## src/rtl/spi_shift.sv

```systemverilog
// -----------------------------------------------------------------------------
// spi_shift -- parallel-load / serial-shift data engine of the SPI master.
//
// Holds one transfer character. While idle the register file can write it
// byte by byte. During a transfer the character is shifted out on mosi and
// miso is sampled back into the same register, bit for bit in place. Bit
// timing comes from one-cycle sclk edge strobes made by the clock generator.
//
// Ports:
//   wb_clk, wb_reset   clock, synchronous active-low reset
//   go                 start request (ignored while a transfer runs)
//   len                character length, 0 selects SPI_MAX_CHAR bits
//   lsb                1 = LSB first, 0 = MSB first
//   rx_negedge         sample miso on the falling (1) or rising (0) strobe
//   tx_negedge         drive mosi on the falling (1) or rising (0) strobe
//   latch, byte_sel    word / byte write enables for p_in (idle only)
//   p_in               parallel write data
//   sclk               current serial clock level
//   cpol_0, cpol_1     rising / falling sclk edge strobes
//   miso               serial input
//   p_out              data register contents
//   mosi               registered serial output
//   tip                transfer in progress
//   last               bit counter is zero
//
// SPI_MAX_CHAR must not exceed 128 (four 32-bit latch words).
// -----------------------------------------------------------------------------
module spi_shift #(
   parameter int SPI_MAX_CHAR      = 32,
   parameter int SPI_CHAR_LEN_BITS = 5
) (
   input  logic                         wb_clk,
   input  logic                         wb_reset,
   input  logic                         go,
   input  logic [SPI_CHAR_LEN_BITS-1:0] len,
   input  logic                         lsb,
   input  logic                         rx_negedge,
   input  logic                         tx_negedge,
   input  logic [3:0]                   latch,
   input  logic [3:0]                   byte_sel,
   input  logic [31:0]                  p_in,
   input  logic                         sclk,
   input  logic                         cpol_0,
   input  logic                         cpol_1,
   input  logic                         miso,
   output logic [SPI_MAX_CHAR-1:0]      p_out,
   output logic                         mosi,
   output logic                         tip,
   output logic                         last
);

   // Counter / position arithmetic is one bit wider than len so that the
   // full length SPI_MAX_CHAR is representable.
   localparam int                CW      = SPI_CHAR_LEN_BITS + 1;
   localparam logic [CW-1:0]     MAX_LEN = CW'(SPI_MAX_CHAR);
   localparam logic [CW-1:0]     ONE     = CW'(1);

   logic [SPI_MAX_CHAR-1:0]      data_q, data_d;
   logic [CW-1:0]                cnt_q,  cnt_d;
   logic                         tip_q,  tip_d;
   logic                         mosi_q, mosi_d;

   logic [CW-1:0]                char_len;
   logic [CW-1:0]                tx_pos, rx_pos;
   logic [SPI_CHAR_LEN_BITS-1:0] tx_idx, rx_idx;
   logic                         tx_clk, rx_clk;

   // Bit-position decode.
   always_comb begin
      char_len = (len == '0) ? MAX_LEN : {1'b0, len};
      last     = (cnt_q == '0);

      tx_clk = (tx_negedge ? cpol_1 : cpol_0) & ~last;
      // With sclk high the final trailing-edge sample is still allowed after
      // the counter has reached zero.
      rx_clk = (rx_negedge ? cpol_1 : cpol_0) & (~last | sclk);

      tx_pos = lsb ? (char_len - cnt_q) : (cnt_q - ONE);
      // A falling-edge sample happens after cnt already decremented on the
      // preceding rising strobe, hence the one-position correction.
      if (lsb) begin
         rx_pos = char_len - (rx_negedge ? (cnt_q + ONE) : cnt_q);
      end else begin
         rx_pos = rx_negedge ? cnt_q : (cnt_q - ONE);
      end

      tx_idx = tx_pos[SPI_CHAR_LEN_BITS-1:0];
      rx_idx = rx_pos[SPI_CHAR_LEN_BITS-1:0];
   end

   // Next-state logic.
   always_comb begin
      // NOTE: every variable gets a hold default first so no path leaves it
      // unassigned, which would otherwise infer a latch.
      data_d = data_q;
      cnt_d  = cnt_q;
      tip_d  = tip_q;
      mosi_d = mosi_q;

      if (!tip_q) begin
         cnt_d = char_len;
         tip_d = go;
         // Byte-enabled parallel load; data bit k sits in word k/32, byte
         // (k%32)/8 of that word.
         for (int k = 0; k < SPI_MAX_CHAR; k++) begin
            if (latch[k / 32] && byte_sel[(k % 32) / 8]) begin
               data_d[k] = p_in[k % 32];
            end
         end
      end else begin
         // On the terminating strobe cnt wraps for one cycle; the idle
         // reload on the next cycle restores it.
         if (cpol_0) begin
            cnt_d = cnt_q - ONE;
         end
         if (last && cpol_0) begin
            tip_d = 1'b0;
         end
         if (rx_clk) begin
            data_d[rx_idx] = miso;
         end
      end

      // While idle mosi continuously previews the first bit to be sent.
      if (tx_clk || !tip_q) begin
         mosi_d = data_q[tx_idx];
      end
   end

   always_ff @(posedge wb_clk) begin
      // NOTE: state flops use non-blocking assignments so every register
      // samples the pre-edge values regardless of statement order.
      if (!wb_reset) begin
         data_q <= '0;
         cnt_q  <= '0;
         tip_q  <= 1'b0;
         mosi_q <= 1'b0;
      end else begin
         data_q <= data_d;
         cnt_q  <= cnt_d;
         tip_q  <= tip_d;
         mosi_q <= mosi_d;
      end
   end

   assign p_out = data_q;
   assign mosi  = mosi_q;
   assign tip   = tip_q;

endmodule

```

## config.mk

```make
export PLATFORM = sky130hd
export DESIGN_NAME = spi_shift
export DESIGN_NICKNAME = d
export VERILOG_FILES = /design/src/rtl/spi_shift.sv
export SDC_FILE = /design/constraint.sdc
export NUM_CORES = 1
export LEC_CHECK = 0
export ABC_AREA = 1
export CELL_PAD_IN_SITES_DETAIL_PLACEMENT = 1
export CELL_PAD_IN_SITES_GLOBAL_PLACEMENT = 1
export CORE_ASPECT_RATIO = 0.75
export CORE_MARGIN = 1
export CORE_UTILIZATION = 30
export DETAILED_ROUTE_END_ITERATION = 12
export GPL_ROUTABILITY_DRIVEN = 0
export PLACE_DENSITY = 0.88
export SLEW_MARGIN = 30
export SYNTH_ARGS = -nofsm -noshare
export SYNTH_HDL_FRONTEND = slang
export SYNTH_SLANG_ARGS = --single-unit
```

## constraint.sdc

```tcl
create_clock -name wb_clk -period 2.8 [get_ports wb_clk]
set_input_delay 0.84 -clock wb_clk [delete_from_list [all_inputs] [get_ports wb_clk]]
set_output_delay 0.84 -clock wb_clk [all_outputs]
set_load 0.05 [all_outputs]
```

* After elaboration in Yosys (flattened, before gate mapping)
Index checks and enable logic that the tools add are counted.
Storage, ports and cells: register bits after elaboration 40, input port bits 55, output and inout bits 35, word-level logic and storage cells 88
Cells by class: add/sub/neg operators 4, order comparisons 3, eq/ne operators 2, multiplexer cells 50, bitwise operators 4, reduce and logical (&&, ||, !) cells 18
Operators by type and width (count):
- two-way mux 32 bit | 2
- two-way mux 1 bit | 38
- bitwise mux 32 bit | 1
- two-way mux 5 bit | 4
- two-way mux 6 bit | 3
- < comparator 5 x 6 -> 1 bit, second input constant | 2
- subtractor 5 bit | 2
- AND reduction 2 bit | 4
- nonzero test 2 bit | 4
- logical AND 1 bit | 6
- zero test 6 bit | 1
- subtractor 6 x 1 -> 6 bit, second input constant | 1
- adder 5 x 1 -> 5 bit, second input constant | 1
- binary-select mux 1 bit (select 5 bit) | 1
- demux 1 bit (select 5 bit) | 1
- >= comparator 5 x 1 -> 1 bit, second input constant | 1
- zero test 5 bit | 1
- AND 1 bit | 2
- != test 2 x 1 -> 1 bit, second input constant | 1
- != test 2 bit, second input constant | 1
- zero test 1 bit | 1
- logical OR 1 bit | 1
- NOT 1 bit | 1
- OR 1 bit | 1

* Depth between registers and ports, before layout
Gate-level depths: netlist of the first run.
word-level depth 11, depth in mapped cells 20, mapped depth without buffers 19

* Worst setup path after synthesis of the first run
No wires, ideal clock.
kind reg2reg, start register cnt_q[1], end register data_q[1] (netlist: p_out[1]), setup time 113 ps, arrival 2771 ps, data required time 2687 ps, slack -84 ps, cell stages (with the launch flop) 12, buffers on the path 0, clock period less this slack 2884 ps, path through dfxtp_1 > inv_1 > ha_1 > nand3_2 > nor3_1 > inv_1 > o211ai_2 > nand2_1 > nand2_1 > nand2_1 > nand2_1 > nor2_1
Between the ends: elaborated cells on any way between the ends 20, those cells by class add/sub (3); order compare (2); eq/ne (1); mux (8); bitwise (3); reduce/logical (3)
RTL lines:
- from (decl) | line 59 | logic [CW-1:0] cnt_q, cnt_d;
- from (signal assigned) | line 140 | cnt_q <= cnt_d;
- zero test 6 bit | line 71 | last = (cnt_q == '0);
- named net last | line 49 | output logic last
- NOT 1 bit | line 76 | rx_clk = (rx_negedge ? cpol_1 : cpol_0) & (~last | sclk);
- OR 1 bit | line 76
- AND 1 bit | line 76
- != test 2 x 1 -> 1 bit (no source line)
- AND reduction 2 bit (no source line)
- to (signal assigned) | line 139 | data_q <= data_d;
- to (decl) | line 58 | logic [SPI_MAX_CHAR-1:0] data_q, data_d;
The timed path passes the listed nets, and every way through them passes these cells. The select of a mux whose other input is x is not followed. A chain may end at the register's enable or synchronous reset.

* Final worst setup path of the first run
start input len[0], end register mosi_q (netlist: mosi)
Between the ends: longest elaborated chain between the ends 6
RTL lines:
- from (decl) | line 35 | input logic [SPI_CHAR_LEN_BITS-1:0] len,
- zero test 5 bit | line 70 | char_len = (len == '0) ? MAX_LEN : {1'b0, len};
- two-way mux 6 bit * | line 70
- subtractor 5 bit * | line 78 | tx_pos = lsb ? (char_len - cnt_q) : (cnt_q - ONE);
- two-way mux 5 bit * | line 78
- binary-select mux 1 bit (select 5 bit) * | line 126 | mosi_d = data_q[tx_idx];
- two-way mux 1 bit (not written as such) * | line 126
- to (signal assigned) | line 142 | mosi_q <= mosi_d;
- to (decl) | line 61 | logic mosi_q, mosi_d;
Mark *: on every way between the ends. The rest lies on a longest branch, timed or not. The select of a mux whose other input is x is not followed.

==> results of run 1 <==
path summary, 6_finish.rpt:
check	depth (start not counted)	to	slack, ps
setup / recovery	15	mosi	-200
hold / removal	4	p_out[29]	560
setup reg to reg	18	p_out[20]	-70
hold reg to reg	4	p_out[29]	560
flip-flops by register name, indices dropped and copies added, names as in the netlist:
signal,flops
cnt_q,6
mosi,1
p_out,32
tip,1
tightest hold or removal path, delay by kind of cell (launching register included):
kind,cells,cell delay [ps]
flip-flops,1,330
AND/OR/NAND/NOR,3,130
buffers and inverters,1,60
layout by cell type, fill, tap and decap left out, types with 2 or more instances in the layout:
master	netlist	final
sky130_fd_sc_hd__nand3_1	16	16
sky130_fd_sc_hd__nand2_1	225	215
sky130_fd_sc_hd__inv_4	2	4
sky130_fd_sc_hd__nand2_4	0	3
sky130_fd_sc_hd__ha_4	0	3
sky130_fd_sc_hd__nor2_2	6	6
sky130_fd_sc_hd__clkdlybuf4s50_1	0	78
sky130_fd_sc_hd__ha_1	8	5
sky130_fd_sc_hd__buf_12	0	7
sky130_fd_sc_hd__nand3b_1	3	3
sky130_fd_sc_hd__a21oi_4	0	3
sky130_fd_sc_hd__nand4_1	33	33
sky130_fd_sc_hd__nand2_2	8	15
sky130_fd_sc_hd__a21oi_2	1	3
sky130_fd_sc_hd__o21ai_1	7	14
sky130_fd_sc_hd__o21ai_2	1	6
sky130_fd_sc_hd__inv_1	61	55
sky130_fd_sc_hd__nand3_2	3	3
sky130_fd_sc_hd__a31oi_1	4	4
sky130_fd_sc_hd__buf_4	3	52
sky130_fd_sc_hd__nor2_1	80	73
sky130_fd_sc_hd__buf_6	5	14
sky130_fd_sc_hd__o22ai_1	2	2
sky130_fd_sc_hd__dfxtp_1	40	38
sky130_fd_sc_hd__o21ai_0	61	48
sky130_fd_sc_hd__inv_2	5	8
sky130_fd_sc_hd__clkbuf_16	0	5
sky130_fd_sc_hd__mux2_4	0	2
sky130_fd_sc_hd__xor2_1	8	7
sky130_fd_sc_hd__clkinv_2	0	2
sky130_fd_sc_hd__o211ai_1	6	6
sky130_fd_sc_hd__nor2_4	0	8
sky130_fd_sc_hd__a21oi_1	11	6
sky130_fd_sc_hd__dlymetal6s2s_1	0	2
through the flow:
| stage | cell area (um^2) | setup TNS (ps) | total power [uW] | hold slack, ps |
|---|---|---|---|---|
| finish | 5630 | -608 | 2970 | 563 |
| global route | 5630 | -2170 | 3070 | 595 |
| CTS | 5300 | 0 | 2730 | 555 |
| detailed placement | 5000 | -25330 | 2020 | 547 |
| global placement | 5000 | -19760 | 1940 | 525 |
| floorplan | 3660 | 0 | 1490 | 516 |
routing by layer:
metal	up-vias	routed length [um]	global-route usage, %
met5	-	0	0.840
met4	0	1380	14.9
met3	151	1650	4.63
met2	380	9090	47.4
met1	2543	7930	34.8
li1	2308	-	-
power by group through the flow:
stage	Sequential (uW)	Combinational, uW	Clock [uW]
3_5_place_dp	698	1320	0
2_1_floorplan	850	640	0
6_report	694	1660	614
4_1_cts	688	1420	625
3_3_place_gp	695	1250	0
5_1_grt	698	1730	640
area by class of cell:
type	instances	area, um^2	area share [%]
antenna	1	2.50	0.0445
clock inverter	2	10.0	0.178
timing repair inverter	1	7.51	0.133
clock buffer	6	139	2.47
tap	162	203	3.60
sequential	40	806	14.3
inverter	68	270	4.80
multi-input combinational	500	2670	47.4
timing repair buffer	156	1520	27.1
repair_timing:
action,4_1_cts,5_1_grt
setup buffers,5,13
pin swaps,15,37
endpoints found under the setup margin,33,33
hold endpoints to repair,0,0
cloned,1,1
resized for setup,54,62
logic make-up after synthesis:
| kind of cell | Yosys count |
|---|---|
| buffers and inverters | 98 |
| AND/OR/NAND/NOR | 381 |
| AO/OA/AOI/OAI | 94 |
| flip-flops | 40 |
| multiplexers | 3 |
| adder cells (fa/ha/maj) | 10 |
| XOR/XNOR | 11 |
==> out/metrics.json, run 1 <==
{
  "status": {
    "run_status": "finished with violations",
    "failed_checks": "negative setup slack"
  },
  "worst_setup_path": {
    "cp.required_ps": 2990,
    "critical_path_buffers_and_inverters": 3,
    "timing.rr.start": "cnt_q[0]",
    "cp-startpoint": "len[0]",
    "critPathMaxStageDelay_ps": 480,
    "critical_path.max_fanout": 5,
    "timing.critical_path.slowest_stage_cell": "sky130_fd_sc_hd__fa_1",
    "end_kind": "flop",
    "critPathLaunchType": "input port",
    "crit_chain": "buf_4 > inv_4 > ha_4 > fa_1 > nor2_2 > nor2_4 > inv_4 > a21oi_1 > o21ai_0 > o21ai_0 > mux2_2 > nand2_1 > nand3_1 > nand2_1 > a21oi_2",
    "criticalPathCategory": "in2reg",
    "path_delay_family": "adder cells",
    "critical_path_arrival_ps": 3190
  },
  "yosys": {
    "yosys-mux-area-fraction_pct": 0.928,
    "synth-seq-cells": 40,
    "synth-compound-area-share_pct": 14.0,
    "synth_top_family_by_area": "simple AND/OR/NAND/NOR gates",
    "synth_simple_gate_area_share_pct": 44.7,
    "mapped_avg_cell_area_um2": 5.72,
    "number_of_flops_mapped_to_enable_cells_by_yosys": 0,
    "top_count_cell_post_synth": "sky130_fd_sc_hd__nand2_1",
    "synth.yosys.warnings": 0,
    "async_reset_ff_share_pct": 0,
    "synthTopCellsByCount": "sky130_fd_sc_hd__nand2_1 (225), sky130_fd_sc_hd__nor2_1 (80), sky130_fd_sc_hd__inv_1 (61), sky130_fd_sc_hd__o21ai_0 (61), sky130_fd_sc_hd__dfxtp_1 (40)",
    "synth.largest_area_cell": "sky130_fd_sc_hd__nand2_1",
    "syn-num-nets": 702,
    "synthCells": 637,
    "post-synth-top-area-fraction_pct": 23.2,
    "syn_area_mm2": 0.00364,
    "post_synth_xor_area_fraction_pct": 2.85,
    "yosys.area_share.adder_pct": 3.85,
    "synth_ff_type": "sky130_fd_sc_hd__dfxtp_1",
    "synth-seq-area-share_pct": 22.0,
    "netlist_top_cells_area": "sky130_fd_sc_hd__nand2_1 (23%), sky130_fd_sc_hd__dfxtp_1 (22%), sky130_fd_sc_hd__o21ai_0 (8.4%)",
    "synthDistinctLibCells": 38
  },
  "clock_tree": {
    "postCtsHoldBufs": 0,
    "number_of_sinks_on_the_clock_net": 40,
    "clk_pin_slew_worst_paths_ps": 70,
    "clockBufferDepth": 2,
    "cts_inserted_buffers": 5,
    "number_of_levels_in_the_clock_h_tree": 2,
    "insertion_delay_of_the_later_clocked_pin_in_the_worst_skew_pair_ps": 300,
    "cts_root_buffer": "sky130_fd_sc_hd__clkbuf_16",
    "clock_tree_from_tritoncts": "done"
  },
  "grt": {
    "groute.usage.overall_pct": 28.4,
    "grt_overflow_total": 0,
    "grt_antenna_before_repair": 0,
    "first_global_vias": 5418,
    "grt_first_pass_wirelength_um": 27500,
    "largest_net_degree_at_the_start_of_global_routing": 37
  },
  "detailed_routing": {
    "drt_pre_antenna_iters": 5,
    "drc": 0,
    "detail_route.wl_per_cell_um": 21.4,
    "drt_iter0_drc": 508,
    "route.detailed.vias_per_inst": 5.75,
    "routed_wirelength_um": 20000,
    "ant_nets": 0,
    "routed-via-count": 5382
  },
  "timing": {
    "setup_viol_count_final": 9,
    "layout_min_cycle_time_ps": 3000,
    "layout_setup_ws_ps": -200,
    "timing_hold_violations_final": 0,
    "timing.final.crit_share_pct": 107,
    "max_slew_margin_pct": 52.3,
    "slew_at_the_pin_with_the_worst_max_slew_slack_ps": 714,
    "rsz0062_at_grt": "yes",
    "max_freq_ghz": 0.333,
    "fin_skew_ps": 10.2,
    "timing.final.max_slew_violations": 0
  },
  "placed_design": {
    "portBuffers": 86,
    "worst_slack_after_detailed_placement_ps": -837,
    "place.detailed.hpwl_um": 12400,
    "placed_cells": 907
  },
  "worst_hold_path": {
    "worstHoldStart": "p_out[29]",
    "holdCritPathClass": "reg2reg"
  },
  "floorplan": {
    "core_mm2": 0.0117,
    "dieWidth_um": 129,
    "fp.dieArea_mm2": 0.0126,
    "chipHeight_um": 97.4,
    "floorplan.initialDensity_pct": 31.1,
    "io_pins": 90,
    "std_cell_rows": 34
  },
  "layout": {
    "ratio_of_cells_with_drive_above_1_in_the_final_layout_pct": 20.8,
    "syn2layout_area_growth_pct": 54.6,
    "fin_util_pct": 48.1,
    "final_nets": 837,
    "final_cell_count_no_fill": 936,
    "fillers": 1512
  },
  "power_and_ir_drop": {
    "switching_power_uw": 1370,
    "p_per_area_mw_per_mm2": 527,
    "peak_supply_drop_mv": 0.230,
    "cell_internal_pwr_uw": 1600,
    "seqPwrFrac_pct": 23.4,
    "power.share.switching_pct": 46.1,
    "total_leakage_power_uw": 0.00260,
    "pwr-share-clk_pct": 20.7,
    "comb_power_share_pct": 55.9
  },
  "job": {
    "max_cap_viol_count": 0
  }
}
Note: power is estimated with default switching activity, not from simulation.
==> inputs of run 2 (changes only) <==
REMOVE_ABC_BUFFERS = 1   (was unset)
==> run 2 against run 1 <==
The run still ends with negative setup slack left. Highest routed layer unchanged. Largest cell class unchanged. Global-route usage fell by 3.0 points. Sequential share of layout area fell by 0.14 points. Critical path depth rose by 1.
==> out/metrics.json, run 2 (synthesized netlist as in run 1, its figures left out) <==
{
  "timing": {
    "max_slew_margin": {"value": 60.8, "unit": "%", "change": "was 52.3%"},
    "max_freq": {"value": 0.339, "unit": "GHz", "change": "was 0.333 GHz"},
    "timing.final.max_slew_violations": {"value": 0, "change": "unchanged"},
    "rsz0062_at_grt": {"value": "yes", "change": "unchanged"},
    "fin_skew": {"value": 7.31, "unit": "ps", "change": "was 10.2 ps"},
    "timing.final.crit_share": {"value": 105, "unit": "%", "change": "was 107%"},
    "slew_at_the_pin_with_the_worst_max_slew_slack": {"value": 587, "unit": "ps", "change": "was 714 ps"},
    "setup_viol_count_final": {"value": 5, "change": "was 9"},
    "layout_setup_ws": {"value": -151, "unit": "ps", "change": "was -200 ps"},
    "hold-worst-slack": {"value": 543, "unit": "ps", "change": "was 563 ps"},
    "layout_min_cycle_time": {"value": 2950, "unit": "ps", "change": "was 3000 ps"},
    "timing_hold_violations_final": {"value": 0, "change": "unchanged"}
  },
  "worst_setup_path": {
    "end_kind": {"value": "flop", "change": "unchanged"},
    "critPathMaxStageDelay": {"value": 400, "unit": "ps", "change": "was 480 ps"},
    "critical_path_buffers_and_inverters": {"value": 5, "change": "was 3"},
    "timing.critical_path.slowest_stage_cell": {"value": "sky130_fd_sc_hd__o21ai_0", "change": "was sky130_fd_sc_hd__fa_1"},
    "crit_chain": {"value": "buf_12 > o21ai_4 > buf_6 > inv_1 > ha_1 > inv_1 > nor2_2 > nand2_2 > a21oi_4 > nor2_4 > nor2_8 > buf_12 > nand4_1 > o21ai_0 > nor2_2 > nor2_1", "change": "was buf_4 > inv_4 > ha_4 > fa_1 > nor2_2 > nor2_4 > inv_4 > a21oi_1 > o21ai_0 > o21ai_0 > mux2_2 > nand2_1 > nand3_1 > nand2_1 > a21oi_2"},
    "critPathLaunchType": {"value": "input port", "change": "unchanged"},
    "criticalPathCategory": {"value": "in2reg", "change": "unchanged"},
    "critical_path_arrival": {"value": 3190, "unit": "ps", "change": "about the same"},
    "cp.required": {"value": 3040, "unit": "ps", "change": "was 2990 ps"},
    "critical_path.max_fanout": {"value": 8, "change": "was 5"},
    "path_delay_family": {"value": "simple AND/OR/NAND/NOR gates", "change": "was adder cells"}
  },
  "detailed_routing": {
    "detail_route.wl_per_cell": {"value": 19.1, "unit": "um", "change": "was 21.4 um"},
    "routed_wirelength": {"value": 17900, "unit": "um", "change": "was 20,000 um"},
    "drt_pre_antenna_iters": {"value": 5, "change": "unchanged"},
    "drt_iter0_drc": {"value": 396, "change": "was 508"},
    "ant_nets": {"value": 0, "change": "unchanged"},
    "route.detailed.vias_per_inst": {"value": 5.43, "change": "was 5.75"},
    "routed-via-count": {"value": 5089, "change": "was 5,382"},
    "drc": {"value": 0, "change": "unchanged"}
  },
  "clock_tree": {
    "clock_tree_from_tritoncts": {"value": "done", "change": "unchanged"},
    "cts_root_buffer": {"value": "sky130_fd_sc_hd__clkbuf_16", "change": "unchanged"},
    "clk_pin_slew_worst_paths": {"value": 70, "unit": "ps", "change": "about the same"},
    "number_of_sinks_on_the_clock_net": {"value": 40, "change": "unchanged"},
    "insertion_delay_of_the_later_clocked_pin_in_the_worst_skew_pair": {"value": 300, "unit": "ps", "change": "about the same"},
    "clockBufferDepth": {"value": 2, "change": "unchanged"},
    "cts_inserted_buffers": {"value": 5, "change": "unchanged"},
    "number_of_levels_in_the_clock_h_tree": {"value": 2, "change": "unchanged"}
  },
  "grt": {
    "largest_net_degree_at_the_start_of_global_routing": {"value": 41, "change": "was 37"},
    "groute.usage.overall": {"value": 25.5, "unit": "%", "change": "was 28.4%"},
    "grt_overflow_total": {"value": 0, "change": "unchanged"},
    "grt_first_pass_wirelength": {"value": 25000, "unit": "um", "change": "was 27,500 um"},
    "grt_antenna_before_repair": {"value": 0, "change": "unchanged"},
    "first_global_vias": {"value": 4969, "change": "was 5,418"}
  },
  "power_and_ir_drop": {
    "comb_power_share": {"value": 53.3, "unit": "%", "change": "was 55.9%"},
    "cell_internal_pwr": {"value": 1740, "unit": "uW", "change": "was 1600 uW"},
    "pwr-share-clk": {"value": 24.2, "unit": "%", "change": "was 20.7%"},
    "total_leakage_power": {"value": 0.00265, "unit": "uW", "change": "was 0.00260 uW"},
    "switching_power": {"value": 1310, "unit": "uW", "change": "was 1370 uW"},
    "p_per_area": {"value": 538, "unit": "mW/mm^2", "change": "was 527 mW/mm^2"},
    "seqPwrFrac": {"value": 22.5, "unit": "%", "change": "was 23.4%"},
    "peak_supply_drop": {"value": 0.260, "unit": "mV", "change": "was 0.230 mV"},
    "power.share.switching": {"value": 43.0, "unit": "%", "change": "was 46.1%"}
  },
  "layout": {
    "fin_area": {"value": 0.00566, "unit": "mm^2", "change": "was 0.00563 mm^2"},
    "final_nets": {"value": 839, "change": "was 837"},
    "largest_reg_flops": {"value": 32, "change": "unchanged"},
    "fin_util": {"value": 48.4, "unit": "%", "change": "was 48.1%"},
    "layout.cells.most_common": {"value": "sky130_fd_sc_hd__nand2_1", "change": "unchanged"},
    "syn2layout_area_growth": {"value": 55.6, "unit": "%", "change": "was 54.6%"},
    "final_cell_count_no_fill": {"value": 937, "change": "was 936"},
    "mostFrequentLayoutCells": {"value": "sky130_fd_sc_hd__nand2_1 (210), sky130_fd_sc_hd__clkdlybuf4s50_1 (78), sky130_fd_sc_hd__nor2_1 (71)", "change": "was sky130_fd_sc_hd__nand2_1 (215), sky130_fd_sc_hd__clkdlybuf4s50_1 (78), sky130_fd_sc_hd__nor2_1 (73)"},
    "fillers": {"value": 1532, "change": "was 1,512"},
    "antennaDiodeCount": {"value": 0, "change": "was 1"},
    "ratio_of_cells_with_drive_above_1_in_the_final_layout": {"value": 21.3, "unit": "%", "change": "was 20.8%"}
  },
  "floorplan": {
    "std_cell_rows": {"value": 34, "change": "unchanged"},
    "floorplan.initialDensity": {"value": 31.1, "unit": "%", "change": "unchanged"},
    "chipHeight": {"value": 97.4, "unit": "um", "change": "unchanged"},
    "core": {"value": 0.0117, "unit": "mm^2", "change": "unchanged"},
    "dieWidth": {"value": 129, "unit": "um", "change": "unchanged"},
    "fp.dieArea": {"value": 0.0126, "unit": "mm^2", "change": "unchanged"},
    "io_pins": {"value": 90, "change": "unchanged"}
  },
  "job": {
    "max_cap_viol_count": {"value": 0, "change": "unchanged"}
  },
  "placed_design": {
    "place.detailed.hpwl": {"value": 11600, "unit": "um", "change": "was 12,400 um"},
    "worst_slack_after_detailed_placement": {"value": -977, "unit": "ps", "change": "was -837 ps"},
    "placed_cells": {"value": 917, "change": "was 907"},
    "portBuffers": {"value": 86, "change": "unchanged"},
    "place_area": {"value": 0.00510, "unit": "mm^2", "change": "was 0.00500 mm^2"}
  },
  "status": {
    "run_status": {"value": "finished with violations", "change": "unchanged"},
    "failed_checks": {"value": "negative setup slack", "change": "unchanged"}
  },
  "worst_hold_path": {
    "holdCritPathClass": {"value": "reg2reg", "change": "unchanged"}
  }
}
==> run 2: cell count changes in the layout (fill, tap and decap cells not counted), moves of 5 or more <==
cell	previous run	this run
sky130_fd_sc_hd__buf_6	14	4
sky130_fd_sc_hd__nand2_1	215	210
sky130_fd_sc_hd__buf_4	52	60
sky130_fd_sc_hd__nand2_2	15	20
sky130_fd_sc_hd__o21ai_0	48	53
sky130_fd_sc_hd__nor2_2	6	11
==> run 2: timing repair <==
| item | in CTS | in global routing |
|---|---|---|
| hold buffers | 0 | 0 |
| pin swaps | 10 | 40 |
| endpoints found under the setup margin | 33 | 33 |
| resized for setup | 34 | 56 |
| buffers inserted | 2 | 9 |
| cloned | 0 | 2 |
| endpoints found under the hold margin | 0 | 0 |
==> run 2: area by class of cell <==
| type | count | area, um^2 | share of cell area (%) |
|---|---|---|---|
| clock buffers | 7 | 153 | 2.69 |
| clock inverters | 1 | 30.0 | 0.530 |
| inverters | 68 | 260 | 4.59 |
| multi-input cells | 499 | 2620 | 46.2 |
| flip-flops and latches | 40 | 803 | 14.2 |
| well taps | 162 | 203 | 3.58 |
| repair buffers | 160 | 1600 | 28.2 |
==> run 2: worst min-delay path, stage by stage, from the launching register on <==
cell	delay, ps
sky130_fd_sc_hd__dfxtp_1	330
sky130_fd_sc_hd__inv_1	50
sky130_fd_sc_hd__nand2_1	40
sky130_fd_sc_hd__nand2_1	50
sky130_fd_sc_hd__nor2_1	30
==> run 2: worst paths after layout <==
kind | start | endpoint | slack (ps) | cells past startpoint
min reg2reg | p_out[17] | p_out[17] | 540 | 4
min | p_out[17] | p_out[17] | 540 | 4
max reg2reg | cnt_q[1] | p_out[4] | -100 | 18
max | rx_negedge | p_out[4] | -150 | 16
==> run 2: metal layers <==
layer  track usage [%]  part of all wire (%)  vias to the layer above
met4              9.23                   4.9                        0
met2              43.6                    47                      268
met1              31.4                    40                     2430
met3              4.74                   7.5                       82
li1                  -                     -                     2309
met5                 0                     0                        -
==> run 2: power groups by stage <==
| stage | sequential (uW) | clock (uW) | combinational, uW |
|---|---|---|---|
| 2_1_floorplan | 863 | 0 | 566 |
| 3_3_place_gp | 688 | 0 | 1300 |
| 3_5_place_dp | 691 | 0 | 1360 |
| 4_1_cts | 679 | 728 | 1420 |
| 5_1_grt | 688 | 761 | 1710 |
| 6_report | 684 | 738 | 1620 |
==> run 2: metrics by stage <==
stage | power (uW) | TNS [ps]
2_1_floorplan | 1430 | -2770
3_3_place_gp | 1990 | -23310
3_5_place_dp | 2050 | -29450
4_1_cts | 2830 | 0
5_1_grt | 3160 | -1790
6_report | 3040 | -358
==> inputs of run 3 (changes only) <==
PLACE_DENSITY = unset   (was 0.88)
PLACE_DENSITY_LB_ADDON = 0.15   (was unset)
==> run 3 against run 2 <==
The run now ends clean. Core utilization fell by 1.2 points. Largest power group unchanged. Cell count rose by 0.11%. Clock skew is 2.8 ps higher. Combinational power decreased by 6%. Fmax up 7.0%. Clock power down 20%. Hold slack about the same. Clock-buffer cell count down 2. Design area decreased by 2.4%. Non-clock buffer count did not move.
==> out/metrics.json, run 3 (synthesized netlist as in run 1, its figures left out) <==
{
  "power_and_ir_drop": {
    "total_leakage_power": {"value": 0.00259, "unit": "uW", "change": "was 0.00265 uW"},
    "comb_power_share": {"value": 54.6, "unit": "%", "change": "was 53.3%"},
    "cell_internal_pwr": {"value": 1560, "unit": "uW", "change": "was 1740 uW"},
    "p_per_area": {"value": 504, "unit": "mW/mm^2", "change": "was 538 mW/mm^2"},
    "power.share.switching": {"value": 43.9, "unit": "%", "change": "was 43.0%"},
    "switching_power": {"value": 1220, "unit": "uW", "change": "was 1310 uW"},
    "seqPwrFrac": {"value": 24.3, "unit": "%", "change": "was 22.5%"},
    "pwr-share-clk": {"value": 21.1, "unit": "%", "change": "was 24.2%"},
    "peak_supply_drop": {"value": 0.247, "unit": "mV", "change": "was 0.260 mV"}
  },
  "grt": {
    "groute.usage.overall": {"value": 25.7, "unit": "%", "change": "was 25.5%"},
    "groute.layer.met3.usage": {"value": 3.58, "unit": "%", "change": "was 4.74%"},
    "grt-busiest-layer": {"value": "met2", "change": "unchanged"},
    "grt_antenna_before_repair": {"value": 0, "change": "unchanged"},
    "global_route.usage.met1": {"value": 35.8, "unit": "%", "change": "was 31.4%"},
    "first_global_vias": {"value": 4932, "change": "was 4,969"},
    "largest_net_degree_at_the_start_of_global_routing": {"value": 39, "change": "was 41"},
    "grt_first_pass_wirelength": {"value": 25200, "unit": "um", "change": "was 25,000 um"},
    "grt_use_met2": {"value": 42.7, "unit": "%", "change": "was 43.6%"},
    "grt_overflow_total": {"value": 0, "change": "unchanged"}
  },
  "layout": {
    "layout.cells.most_common": {"value": "sky130_fd_sc_hd__nand2_1", "change": "unchanged"},
    "fin_util": {"value": 47.3, "unit": "%", "change": "was 48.4%"},
    "final_cell_count_no_fill": {"value": 938, "change": "was 937"},
    "syn2layout_area_growth": {"value": 51.9, "unit": "%", "change": "was 55.6%"},
    "mostFrequentLayoutCells": {"value": "sky130_fd_sc_hd__nand2_1 (219), sky130_fd_sc_hd__clkdlybuf4s50_1 (79), sky130_fd_sc_hd__nor2_1 (76)", "change": "was sky130_fd_sc_hd__nand2_1 (210), sky130_fd_sc_hd__clkdlybuf4s50_1 (78), sky130_fd_sc_hd__nor2_1 (71)"},
    "final_nets": {"value": 840, "change": "was 839"},
    "antennaDiodeCount": {"value": 0, "change": "unchanged"},
    "ratio_of_cells_with_drive_above_1_in_the_final_layout": {"value": 19.3, "unit": "%", "change": "was 21.3%"},
    "largest_reg_flops": {"value": 32, "change": "unchanged"}
  },
  "worst_setup_path": {
    "cp.required": {"value": 2990, "unit": "ps", "change": "was 3040 ps"},
    "critPathLaunchType": {"value": "input port", "change": "unchanged"},
    "critical_path.max_fanout": {"value": 7, "change": "was 8"},
    "crit_chain": {"value": "buf_6 > xor2_4 > ha_4 > fa_2 > inv_2 > o21ai_2 > inv_2 > nor2_4 > buf_6 > buf_4 > nand4_1 > nand2_1 > nand2_1 > nor2_1 > nor2_1", "change": "was buf_12 > o21ai_4 > buf_6 > inv_1 > ha_1 > inv_1 > nor2_2 > nand2_2 > a21oi_4 > nor2_4 > nor2_8 > buf_12 > nand4_1 > o21ai_0 > nor2_2 > nor2_1"},
    "critPathMaxStageDelay": {"value": 540, "unit": "ps", "change": "was 400 ps"},
    "criticalPathCategory": {"value": "in2reg", "change": "unchanged"},
    "end_kind": {"value": "flop", "change": "unchanged"},
    "timing.critical_path.slowest_stage_cell": {"value": "sky130_fd_sc_hd__fa_2", "change": "was sky130_fd_sc_hd__o21ai_0"},
    "timing.rr.start": {"value": "cnt_q[0]", "change": "was cnt_q[1]"},
    "cp-startpoint": {"value": "rx_negedge", "change": "unchanged"},
    "critical_path_arrival": {"value": 2950, "unit": "ps", "change": "was 3190 ps"}
  },
  "timing": {
    "layout_setup_ws": {"value": 41.2, "unit": "ps", "change": "was -151 ps"},
    "hold-worst-slack": {"value": 543, "unit": "ps", "change": "about the same"},
    "timing.final.crit_share": {"value": 98.5, "unit": "%", "change": "was 105%"},
    "layout_min_cycle_time": {"value": 2760, "unit": "ps", "change": "was 2950 ps"},
    "timing.final.max_slew_violations": {"value": 0, "change": "unchanged"},
    "max_freq": {"value": 0.362, "unit": "GHz", "change": "was 0.339 GHz"},
    "timing_hold_violations_final": {"value": 0, "change": "unchanged"},
    "max_slew_margin": {"value": 53.9, "unit": "%", "change": "was 60.8%"},
    "setup_viol_count_final": {"value": 0, "change": "was 5"},
    "fin_skew": {"value": 10.1, "unit": "ps", "change": "was 7.31 ps"},
    "slew_at_the_pin_with_the_worst_max_slew_slack": {"value": 691, "unit": "ps", "change": "was 587 ps"},
    "total_neg_setup_slack": {"value": 0, "unit": "ps", "change": "was -358 ps"},
    "rsz0062_at_grt": {"value": "yes", "change": "unchanged"}
  },
  "detailed_routing": {
    "drt_pre_antenna_iters": {"value": 4, "change": "was 5"},
    "drt_iter0_drc": {"value": 189, "change": "was 396"},
    "routed-via-count": {"value": 4703, "change": "was 5,089"},
    "routed_wirelength": {"value": 15800, "unit": "um", "change": "was 17,900 um"},
    "route.detailed.vias_per_inst": {"value": 5.01, "change": "was 5.43"},
    "ant_nets": {"value": 0, "change": "unchanged"},
    "detail_route.wl_per_cell": {"value": 16.8, "unit": "um", "change": "was 19.1 um"},
    "drc": {"value": 0, "change": "unchanged"}
  },
  "floorplan": {
    "io_pins": {"value": 90, "change": "unchanged"},
    "floorplan.initialDensity": {"value": 31.1, "unit": "%", "change": "unchanged"},
    "std_cell_rows": {"value": 34, "change": "unchanged"},
    "dieWidth": {"value": 129, "unit": "um", "change": "unchanged"},
    "fp.dieArea": {"value": 0.0126, "unit": "mm^2", "change": "unchanged"},
    "core": {"value": 0.0117, "unit": "mm^2", "change": "unchanged"},
    "chipHeight": {"value": 97.4, "unit": "um", "change": "unchanged"}
  },
  "job": {
    "max_cap_viol_count": {"value": 0, "change": "unchanged"}
  },
  "clock_tree": {
    "clock_tree_from_tritoncts": {"value": "done", "change": "unchanged"},
    "postCtsHoldBufs": {"value": 0, "change": "unchanged"},
    "insertion_delay_of_the_later_clocked_pin_in_the_worst_skew_pair": {"value": 290, "unit": "ps", "change": "was 300 ps"},
    "number_of_levels_in_the_clock_h_tree": {"value": 2, "change": "unchanged"},
    "cts_root_buffer": {"value": "sky130_fd_sc_hd__clkbuf_16", "change": "unchanged"},
    "clk_pin_slew_worst_paths": {"value": 70, "unit": "ps", "change": "about the same"},
    "clockBufferDepth": {"value": 2, "change": "unchanged"},
    "cts_inserted_buffers": {"value": 5, "change": "unchanged"},
    "number_of_sinks_on_the_clock_net": {"value": 40, "change": "unchanged"}
  },
  "status": {
    "run_status": {"value": "complete, no violations", "change": "was finished with violations"}
  },
  "worst_hold_path": {
    "holdCritPathClass": {"value": "reg2reg", "change": "unchanged"},
    "worstHoldStart": {"value": "p_out[19]", "change": "was p_out[17]"}
  },
  "placed_design": {
    "worst_slack_after_detailed_placement": {"value": -818, "unit": "ps", "change": "was -977 ps"},
    "portBuffers": {"value": 86, "change": "unchanged"},
    "placed_cells": {"value": 924, "change": "was 917"},
    "place.detailed.hpwl": {"value": 11600, "unit": "um", "change": "about the same"}
  }
}
run 3: power groups by stage:
stage	combinational, uW	sequential [uW]	clock [uW]
after floorplan	566	863	0
after global placement	1370	688	0
after detailed placement	1410	689	0
after CTS	1460	677	600
after global routing	1640	685	622
final	1520	678	587
run 3: final timing paths:
path,endpoint,slack (ps),cells past startpoint
worst max register to register,p_out[1],110,16
worst min register to register,p_out[19],540,4
worst min-delay path,p_out[19],540,4
worst max-delay path,p_out[1],40,15
run 3: final cells by class:
cell class              count  area [um^2]
clock buffers               5          125
clock inverters             3         18.8
fillers                  1557         6170
flip-flops and latches     40          802
inverters                  68          263
well taps                 162          203
repair buffers            160         1560
multi-input cells         500         2560
run 3: worst max-delay path: cells and delay by family:
| kind | cells | cell delay, ps |
|---|---|---|
| fa+ha+maj | 2 | 710 |
| compound gates | 1 | 170 |
| simple gates | 6 | 550 |
| xor+xnor | 1 | 160 |
| buf+inv | 5 | 490 |
run 3: repair_timing:
action,4_1_cts,5_1_grt
endpoints found under the setup margin,33,33
buffers inserted,0,5
pin swaps,7,16
gates cloned,1,0
gates resized for setup,31,37
run 3: metrics by stage:
stage / cell area (um^2) / power, uW
finish: 5530 / 2790
global route: 5530 / 2940
CTS: 5390 / 2740
detailed placement: 5160 / 2100
global placement: 5160 / 2060
floorplan: 3470 / 1430
run 3: layer usage:
layer | wire length [um] | share of wire [%]
met5 | 0 | 0
met3 | 848 | 5.4
met1 | 7500 | 47
met4 | 128 | 0.81
met2 | 7320 | 46
